==> config.mk <==
export PLATFORM = sky130hd
export DESIGN_NAME = dmem_arbiter
export DESIGN_NICKNAME = d
export VERILOG_FILES = /design/src/rtl/cpu_pkg.sv /design/src/rtl/sat_counter.sv /design/src/rtl/dmem_arbiter.sv
export SDC_FILE = /design/constraint.sdc
export NUM_CORES = 1
export LEC_CHECK = 0
export CAP_MARGIN = 20
export CELL_PAD_IN_SITES_DETAIL_PLACEMENT = 0
export CELL_PAD_IN_SITES_GLOBAL_PLACEMENT = 2
export CORE_ASPECT_RATIO = 0.9
export CORE_MARGIN = 5
export CORE_UTILIZATION = 24
export DETAILED_ROUTE_END_ITERATION = 7
export PLACE_DENSITY_LB_ADDON = 0.15
export SETUP_SLACK_MARGIN = 0.15
export SLEW_MARGIN = 30
export SYNTH_ARGS = -nofsm -noshare
export SYNTH_HDL_FRONTEND = slang
export SYNTH_SLANG_ARGS = --single-unit
==> constraint.sdc <==
create_clock -name clk_i -period 2.3 [get_ports clk_i]
set_input_delay 0.69 -clock clk_i [delete_from_list [all_inputs] [get_ports clk_i]]
set_output_delay 0.69 -clock clk_i [all_outputs]
set_load 0.02 [all_outputs]
==> src/rtl/cpu_pkg.sv <==
// Shared types and widths for the data-memory arbiter.
package cpu_pkg;

    localparam int ADDR_W = 32;
    localparam int DATA_W = 32;

    typedef enum logic [1:0] {
        IDLE     = 2'd0,
        BUSY_CPU = 2'd1,
        BUSY_DBG = 2'd2
    } arb_state_e;

    // Records which requester completed most recently; the other one wins a tie.
    typedef enum logic {
        RR_CPU_LAST = 1'b0,
        RR_DBG_LAST = 1'b1
    } rr_e;

endpackage

==> src/rtl/sat_counter.sv <==
// Saturating event counter: increments on inc_i and sticks at all-ones.
module sat_counter #(
    parameter int W = 32
) (
    input  logic         clk_i,
    input  logic         rst_i,
    input  logic         inc_i,
    output logic [W-1:0] cnt_o
);

    logic [W-1:0] cnt_q, cnt_d;

    // Next count: hold at the ceiling instead of wrapping.
    always_comb begin
        cnt_d = cnt_q;
        if (inc_i && (cnt_q != '1)) cnt_d = cnt_q + 1'b1;
    end

    // Count register, cleared by the active-low asynchronous reset.
    always_ff @(posedge clk_i or negedge rst_i) begin
        if (!rst_i) cnt_q <= '0;
        else        cnt_q <= cnt_d;
    end

    assign cnt_o = cnt_q;

endmodule

==> src/rtl/dmem_arbiter.sv <==
// Two-way data-memory arbiter (CPU MEM stage vs. loader/debug port).
// One access in flight at a time; round-robin on ties; a requester whose
// done flag is high is ineligible so a held request is never serviced twice.
// Optional: define DMEM_ARB_PERF_EN to add stall/conflict perf counters.
module dmem_arbiter
    import cpu_pkg::*;
(
    input  logic              clk_i,
    input  logic              rst_i,
    input  logic              start_i,
    input  logic              cpu_req_i,
    input  logic              cpu_we_i,
    input  logic [ADDR_W-1:0] cpu_addr_i,
    input  logic [DATA_W-1:0] cpu_wdata_i,
    output logic [DATA_W-1:0] cpu_rdata_o,
    output logic              cpu_stall_o,
    input  logic              dbg_req_i,
    input  logic              dbg_we_i,
    input  logic [ADDR_W-1:0] dbg_addr_i,
    input  logic [DATA_W-1:0] dbg_wdata_i,
    output logic [DATA_W-1:0] dbg_rdata_o,
    output logic              dbg_ack_o,
    output logic              mem_en_o,
    output logic              mem_we_o,
    output logic [ADDR_W-1:0] mem_addr_o,
    output logic [DATA_W-1:0] mem_wdata_o,
    input  logic [DATA_W-1:0] mem_rdata_i,
    input  logic              mem_ready_i
`ifdef DMEM_ARB_PERF_EN
    ,
    output logic [31:0]       perf_stall_o,
    output logic [31:0]       perf_conflict_o
`endif
);

    arb_state_e        state_q, state_d;
    rr_e               rr_q, rr_d;
    logic              we_q, we_d;
    logic [ADDR_W-1:0] addr_q, addr_d;
    logic [DATA_W-1:0] wdata_q, wdata_d;
    logic [DATA_W-1:0] cpu_rdata_q, cpu_rdata_d;
    logic [DATA_W-1:0] dbg_rdata_q, dbg_rdata_d;
    logic              cpu_done_q, cpu_done_d;
    logic              dbg_done_q, dbg_done_d;

    logic cpu_elig, dbg_elig;

    assign cpu_elig = cpu_req_i && !cpu_done_q;
    assign dbg_elig = dbg_req_i && !dbg_done_q;

    // Next-state: grant in IDLE, complete on mem_ready_i in BUSY_x.
    always_comb begin
        state_d     = state_q;
        rr_d        = rr_q;
        we_d        = we_q;
        addr_d      = addr_q;
        wdata_d     = wdata_q;
        cpu_rdata_d = cpu_rdata_q;
        dbg_rdata_d = dbg_rdata_q;
        cpu_done_d  = 1'b0;
        dbg_done_d  = 1'b0;
        case (state_q)
            IDLE: begin
                if (start_i) begin
                    if (dbg_elig && (!cpu_elig || rr_q == RR_CPU_LAST)) begin
                        state_d = BUSY_DBG;
                        we_d    = dbg_we_i;
                        addr_d  = dbg_addr_i;
                        wdata_d = dbg_wdata_i;
                    end else if (cpu_elig) begin
                        state_d = BUSY_CPU;
                        we_d    = cpu_we_i;
                        addr_d  = cpu_addr_i;
                        wdata_d = cpu_wdata_i;
                    end
                end
            end
            BUSY_CPU: begin
                if (mem_ready_i) begin
                    if (!we_q) cpu_rdata_d = mem_rdata_i;
                    cpu_done_d = 1'b1;
                    rr_d       = RR_CPU_LAST;
                    state_d    = IDLE;
                end
            end
            BUSY_DBG: begin
                if (mem_ready_i) begin
                    if (!we_q) dbg_rdata_d = mem_rdata_i;
                    dbg_done_d = 1'b1;
                    rr_d       = RR_DBG_LAST;
                    state_d    = IDLE;
                end
            end
            default: state_d = IDLE;
        endcase
    end

    // State and datapath registers; reset abandons any in-flight access.
    always_ff @(posedge clk_i or negedge rst_i) begin
        if (!rst_i) begin
            state_q     <= IDLE;
            rr_q        <= RR_CPU_LAST;
            we_q        <= 1'b0;
            addr_q      <= '0;
            wdata_q     <= '0;
            cpu_rdata_q <= '0;
            dbg_rdata_q <= '0;
            cpu_done_q  <= 1'b0;
            dbg_done_q  <= 1'b0;
        end else begin
            state_q     <= state_d;
            rr_q        <= rr_d;
            we_q        <= we_d;
            addr_q      <= addr_d;
            wdata_q     <= wdata_d;
            cpu_rdata_q <= cpu_rdata_d;
            dbg_rdata_q <= dbg_rdata_d;
            cpu_done_q  <= cpu_done_d;
            dbg_done_q  <= dbg_done_d;
        end
    end

    assign mem_en_o    = (state_q != IDLE);
    assign mem_we_o    = mem_en_o && we_q;
    assign mem_addr_o  = addr_q;
    assign mem_wdata_o = wdata_q;
    assign cpu_rdata_o = cpu_rdata_q;
    assign dbg_rdata_o = dbg_rdata_q;
    assign dbg_ack_o   = dbg_done_q;
    // Combinational so the pipeline freezes in the same cycle it asks.
    assign cpu_stall_o = cpu_req_i && !cpu_done_q;

`ifdef DMEM_ARB_PERF_EN
    logic stall_inc, conflict_inc;

    assign stall_inc    = cpu_stall_o && start_i;
    assign conflict_inc = (state_q == IDLE) && start_i && cpu_elig && dbg_elig;

    sat_counter #(.W(32)) u_perf_stall (
        .clk_i (clk_i),
        .rst_i (rst_i),
        .inc_i (stall_inc),
        .cnt_o (perf_stall_o)
    );

    sat_counter #(.W(32)) u_perf_conflict (
        .clk_i (clk_i),
        .rst_i (rst_i),
        .inc_i (conflict_inc),
        .cnt_o (perf_conflict_o)
    );
`endif

endmodule
==> results of run 1 <==
## sequential cells by signal, indices dropped and copies added (netlist names)
register	cells
cpu_rdata_o	32
dbg_rdata_o	32
mem_addr_o	32
mem_wdata_o	32
state_q	2
cpu_done_q	1
dbg_ack_o	1
rr_q	1
we_q	1
## through the flow
step                        util  instance area (sq um)
final                     0.4169                   9704
after global routing      0.4168                   9702
after CTS                 0.4164                   9692
after detailed placement  0.3904                   9086
after global placement    0.3904                   9086
after floorplan                -                   5642
## power by group through the flow
| stage | clock network [W] | logic (W) | registers (W) |
|---|---|---|---|
| 2_1_floorplan | 0 | 0.00178 | 0.00546 |
| 3_3_place_gp | 0 | 0.00642 | 0.00409 |
| 3_5_place_dp | 0 | 0.00645 | 0.00413 |
| 4_1_cts | 0.00280 | 0.00649 | 0.00410 |
| 5_1_grt | 0.00290 | 0.00679 | 0.00424 |
| 6_report | 0.00270 | 0.00635 | 0.00409 |
## cell type report
cell class	count	area [sq um]	area share
sequential	134	3353	0.3455
tap	302	377.9	0.03894
multi-input combinational	281	2136	0.2201
clock inverter	13	147.6	0.01521
inverter	4	15.01	0.001547
timing repair buffer	316	3229	0.3328
antenna	1	2.502	0.0002579
clock buffer	19	442.9	0.04564
## cells by family (layout without fill, tap and decap cells)
kind of cell | Yosys count | in the layout | synth area share
AOI/OAI and AO/OA | 73 | 73 | 0.06742
adders and majority gates | 3 | 3 | 0.006654
buffers and inverters | 34 | 352 | 0.03282
DFF | 134 | 134 | 0.5944
muxes | 129 | 129 | 0.2431
other | 0 | 1 | 0
and+or+nand+nor | 76 | 76 | 0.05567
## metal layers
metal | part of all wire | global-route usage | up-vias | wire length, um
li1 | - | - | 2179 | -
met1 | 0.38 | 0.1428 | 2137 | 6648
met2 | 0.52 | 0.2309 | 144 | 9211
met3 | 0.087 | 0.04497 | 12 | 1541
met4 | 0.012 | 0.03961 | 0 | 212
met5 | 0 | 0 | - | 0
## cell usage after synthesis, drive strengths merged (3+ instances only)
master,number
buf,24
nand2b,3
inv,4
mux2,64
a21oi,65
nor2,66
nor2b,4
o21ai,4
ha,3
mux2i,65
clkbuf,6
dfrtp,134
## worst paths after layout
check	to	cells after the start	slack, ps
max	mem_wdata_o[9]	1	210
min	mem_wdata_o[16]$_DFFE_PN0P_	1	220
max reg2reg	dbg_rdata_o[7]$_DFFE_PN0P_	6	620
min reg2reg	cpu_rdata_o[3]$_DFFE_PN0P_	1	490
max in group asynchronous	mem_addr_o[4]$_DFFE_PN0P_	2	1440
min in group clk_i	cpu_rdata_o[3]$_DFFE_PN0P_	1	490
## repair_timing
item / in CTS / in global routing
hold buffers: 0 / 0
endpoints found under the setup margin: 3 / 5
resized for setup: 17 / 5
==> results by group, run 1 <==
Outcome
  • Status: finished clean

Yosys
  • Top cell type's share of synthesized area: 0.5944
  • Cell taking the most area after synthesis: dfrtp_1
  • Top post-synthesis cells by area: dfrtp_1 59%, mux2_2 12%, mux2i_1 12%, a21oi_1 5.8%, nor2_1 4.4%
  • Register area share after synthesis: 0.5944
  • FF+latch count, synth: 134
  • Distinct cells, synth: 23
  • Syn Nets: 620
  • Mapped Area: 5642 sq um
  • Post-synth EDFFs: 0
  • Synth Area per Inst: 12.56 sq um
  • Yosys warning total: 0
  • Primary FF master, synth: dfrtp_1
  • Synth Instances: 449
  • Asr flop ratio synth: 1.000

Timing
  • Max Slew Vio Count: 0
  • Relative slew slack: 0.6639
  • Fmax: 0.4778 GHz
  • Final Hold Violating Endpoints: 0
  • Period minus WS final: 2093 ps
  • Unrepaired setup endpoints after global routing: false
  • Setup tns final: 0 ps
  • Worst Tran Pin Value: 504.2 ps
  • Fin crit share: 0.9099
  • Final setup margin: 207.2 ps
  • WHS: 218.3 ps
  • Final setup fails: 0
  • Clock Skew: 11.29 ps

Pwr
  • NetSw: 0.004791 W
  • Total power: 0.01315 W
  • Share of power burned in registers: 0.311
  • Switching Fraction: 0.3645
  • Comb power frac: 0.483
  • Static leakage power: 4.127 nW
  • Clk network pwr share: 0.206
  • Int Pwr: 0.008354 W
  • Worst vdd rail ir drop: 0.6072 mV
  • Pwr Density: 1355 nW/um^2

Job
  • Max_cap viols: 0

Die
  • Die height: 155.5 um
  • Die Wd: 171.6 um
  • Ports: 300
  • Full die area: 26680 sq um
  • Row cnt: 53
  • Initial Utilization: 0.2424
  • Core ar.: 23280 sq um

GRT
  • Pin count of the biggest net entering global routing: 50
  • Antenna violations before repair: 0
  • First-pass GRT wire length: 26.33 mm
  • Grt total ovfl: 0
  • Number of global-route vias before repair: 4734
  • GR Util All Layers: 0.1288

Layout
  • Commonest non-fill, non-tap cell in the layout: clkdlybuf4s50_1
  • Layout cell share with drive strength beyond 1: 0.1551
  • Final #Nets: 925
  • Commonest non-fill, non-tap cells in the layout: 291 x clkdlybuf4s50_1, 134 x dfrtp_1, 66 x nor2_1
  • Area grow syn2layout: 72.01%
  • Fin cells: 1070
  • Filler cells: 2169

Route
  • Antenna Violating Nets Remaining: 0
  • Initial DRC Count: 146
  • Wire per inst: 16.46 um
  • 1st-pass router iterations: 4
  • Drt drc: 0
  • DR vias: 4472
  • Vias per cell: 4.179
  • Post-Route WL: 17.61 mm

Critical path
  • Crit Path Max Fanout: 2
  • Reg2reg start: state_q[0]$_DFFE_PN0P_
  • Crit-path leading delay family: buffers and inverters
  • Worst Setup End Kind: output pin
  • CP startpoint: mem_wdata_o[9]$_DFFE_PN0P_
  • CP Buf/Inv Count: 1
  • Worst EP arrival: 1400 ps
  • Slowest stage delay, CP: 640 ps
  • Max stage delay cell, worst path: clkdlybuf4s50_1
  • Critical Path Start Type: flop
  • Critical path type: reg2out
  • Crit path required time: 1610 ps
  • Crit-path cells: clkdlybuf4s50_1

Clocking
  • Setup Buffers After CTS: 0
  • CTS tree: done
  • Worst-path clk slew: 60 ps
  • Total CTS buffers: 17
  • H-Tree Level Count: 4
  • Bufs on Longest Clock Path: 2
  • CTS root buf: clkbuf_16
  • Clock Latency Late Sink: 410 ps
  • Clock Sink Count: 134

Place
  • Placed Instances: 1037
  • Port bufs: 299
  • Worst slack, placed: -379.6 ps
  • Hpwl dp: 13.43 mm
  • Routability cong.: 0.7375

Hold path
  • Worst hold path type: in2async
Note: power is estimated with default switching activity, not from simulation.
==> inputs of run 2 (changes only) <==
--- a/config.mk
+++ b/config.mk
@@ -9,7 +9,7 @@
 export CELL_PAD_IN_SITES_DETAIL_PLACEMENT = 0
 export CELL_PAD_IN_SITES_GLOBAL_PLACEMENT = 2
 export CORE_ASPECT_RATIO = 0.9
-export CORE_MARGIN = 5
+export CORE_MARGIN = 4
 export CORE_UTILIZATION = 24
 export DETAILED_ROUTE_END_ITERATION = 7
 export PLACE_DENSITY_LB_ADDON = 0.15
==> results by group, run 2 (same netlist as run 1, synthesis figures left out) <==
Pwr
  • Worst vdd rail ir drop: 0.5856 mV
  • Share of power burned in registers: 0.307
  • NetSw: 0.004857 W
  • Switching Fraction: 0.3656
  • Clk network pwr share: 0.210
  • Pwr Density: 1358 nW/um^2
  • Total power: 0.01329 W
  • Comb power frac: 0.483
  • Static leakage power: 4.161 nW
  • Int Pwr: 0.008428 W

Timing
  • Unrepaired setup endpoints after global routing: false
  • Final Hold Violating Endpoints: 0
  • Fmax: 0.4693 GHz
  • Clock Skew: 10.66 ps
  • Final setup fails: 0
  • Max Slew Vio Count: 0
  • Fin crit share: 0.9265
  • Relative slew slack: 0.7610
  • WHS: 116.2 ps
  • Worst Tran Pin Value: 358.5 ps
  • Period minus WS final: 2131 ps
  • Final setup margin: 169.2 ps

Die
  • Die Wd: 169.6 um
  • Row cnt: 52
  • Full die area: 26030 sq um
  • Core ar.: 22840 sq um
  • Initial Utilization: 0.2470
  • Die height: 153.5 um
  • Ports: 300

Hold path
  • Worst hold path type: in2async

GRT
  • First-pass GRT wire length: 27.66 mm
  • Number of global-route vias before repair: 4917
  • Routing usage on met2: 0.2349
  • GRT busiest layer: met2
  • Pin count of the biggest net entering global routing: 55
  • GR Util All Layers: 0.1358
  • Grt total ovfl: 0
  • M3 GR Usage: 0.05088
  • Antenna violations before repair: 0
  • Grt met1 use: 0.1542

Clocking
  • Bufs on Longest Clock Path: 2
  • Total CTS buffers: 17
  • Worst-path clk slew: 60 ps
  • H-Tree Level Count: 4
  • CTS root buf: clkbuf_16
  • CTS tree: done
  • Clock Sink Count: 134
  • Clock Latency Late Sink: 420 ps

Route
  • Vias per cell: 4.176
  • Antenna Violating Nets Remaining: 0
  • Post-Route WL: 17.90 mm
  • Wire per inst: 16.74 um
  • 1st-pass router iterations: 4
  • DR vias: 4464
  • Initial DRC Count: 167
  • Drt drc: 0

Critical path
  • Worst EP arrival: 1440 ps
  • Setup crit end: cpu_stall_o
  • R2r endpoint: cpu_rdata_o[9]$_DFFE_PN0P_
  • Critical Path Start Type: primary input
  • CP startpoint: cpu_req_i
  • Critical path type: in2out
  • Reg2reg start: state_q[0]$_DFFE_PN0P_
  • Crit path required time: 1610 ps
  • Crit Path Max Fanout: 2
  • Worst Setup End Kind: output pin
  • Reg2Reg Setup Slack: 630 ps
  • R2R cell count: 7

Layout
  • Filler cells: 2164
  • Area grow syn2layout: 73.39%
  • Layout cell share with drive strength beyond 1: 0.1619
  • Final Cell Area: 9782 sq um
  • Area of the multi-input gates: 2123 sq um
  • Final #Nets: 930
  • Number of diodes: 0
  • Reg area: 3353 sq um
  • Commonest non-fill, non-tap cell in the layout: clkdlybuf4s50_1
  • Commonest non-fill, non-tap cells in the layout: 289 x clkdlybuf4s50_1, 134 x dfrtp_1, 66 x nor2_1

Place
  • Hpwl dp: 13.70 mm
  • Routability cong.: 0.7413
  • Port bufs: 299
  • Worst slack, placed: -296.4 ps
  • Post-DP Area: 9165 sq um

Job
  • Max_cap viols: 0

Outcome
  • Status: finished clean
run 2: timing repair:
action                     in CTS  in global routing
hold endpoints to repair        0                  0
resized for setup              13                  9
buffers inserted                0                  1
hold buffers                    0                  0
setup endpoints to repair       4                  8
run 2: routing by layer:
layer | share of wire | wire length, um | up-vias
met5 | 0 | 0 | -
met4 | 0.019 | 347 | 0
met3 | 0.082 | 1470 | 19
met2 | 0.51 | 9115 | 157
met1 | 0.39 | 6962 | 2104
li1 | - | - | 2184
run 2: how the worst min path moves through the flow:
stage                                          start                     endpoint  cells past startpoint
after global routing                           rst_i  mem_wdata_o[15]$_DFFE_PN0P_                      1
after CTS                                      rst_i  mem_wdata_o[15]$_DFFE_PN0P_                      1
final                                          rst_i  mem_wdata_o[15]$_DFFE_PN0P_                      1
after detailed placement  cpu_rdata_o[3]$_DFFE_PN0P_   cpu_rdata_o[3]$_DFFE_PN0P_                      1
after floorplan                                rst_i         cpu_done_q$_DFF_PN0_                      0
after global placement    cpu_rdata_o[5]$_DFFE_PN0P_   cpu_rdata_o[5]$_DFFE_PN0P_                      1
run 2: cell type report:
cell class / instances / share of cell area
tap: 297 / 0.03799
multi-input combinational: 281 / 0.2171
timing repair buffer: 321 / 0.3388
sequential: 134 / 0.3428
inverter: 4 / 0.001535
clock inverter: 14 / 0.01688
clock buffer: 18 / 0.04490
run 2: power groups by stage:
stage | combinational (W) | sequential [W] | clock, W
floorplan | 0.00178 | 0.00546 | 0
global placement | 0.00650 | 0.00408 | 0
detailed placement | 0.00655 | 0.00413 | 0
CTS | 0.00655 | 0.00410 | 0.00289
global route | 0.00685 | 0.00424 | 0.00299
finish | 0.00641 | 0.00408 | 0.00279
run 2: stage by stage:
| step | TNS, ps | cells | util |
|---|---|---|---|
| 2_1_floorplan | 0 | 449 | - |
| 3_3_place_gp | -4800 | 1036 | 0.4013 |
| 3_5_place_dp | -4857 | 1036 | 0.4013 |
| 4_1_cts | 0 | 1068 | 0.4274 |
| 5_1_grt | 0 | 1069 | 0.4283 |
| 6_report | 0 | 1069 | 0.4283 |
run 2: worst max-delay path, stage by stage:
cell	delay (ps)
clkdlybuf4s50_1	450
nor2b_2	170
buf_6	130
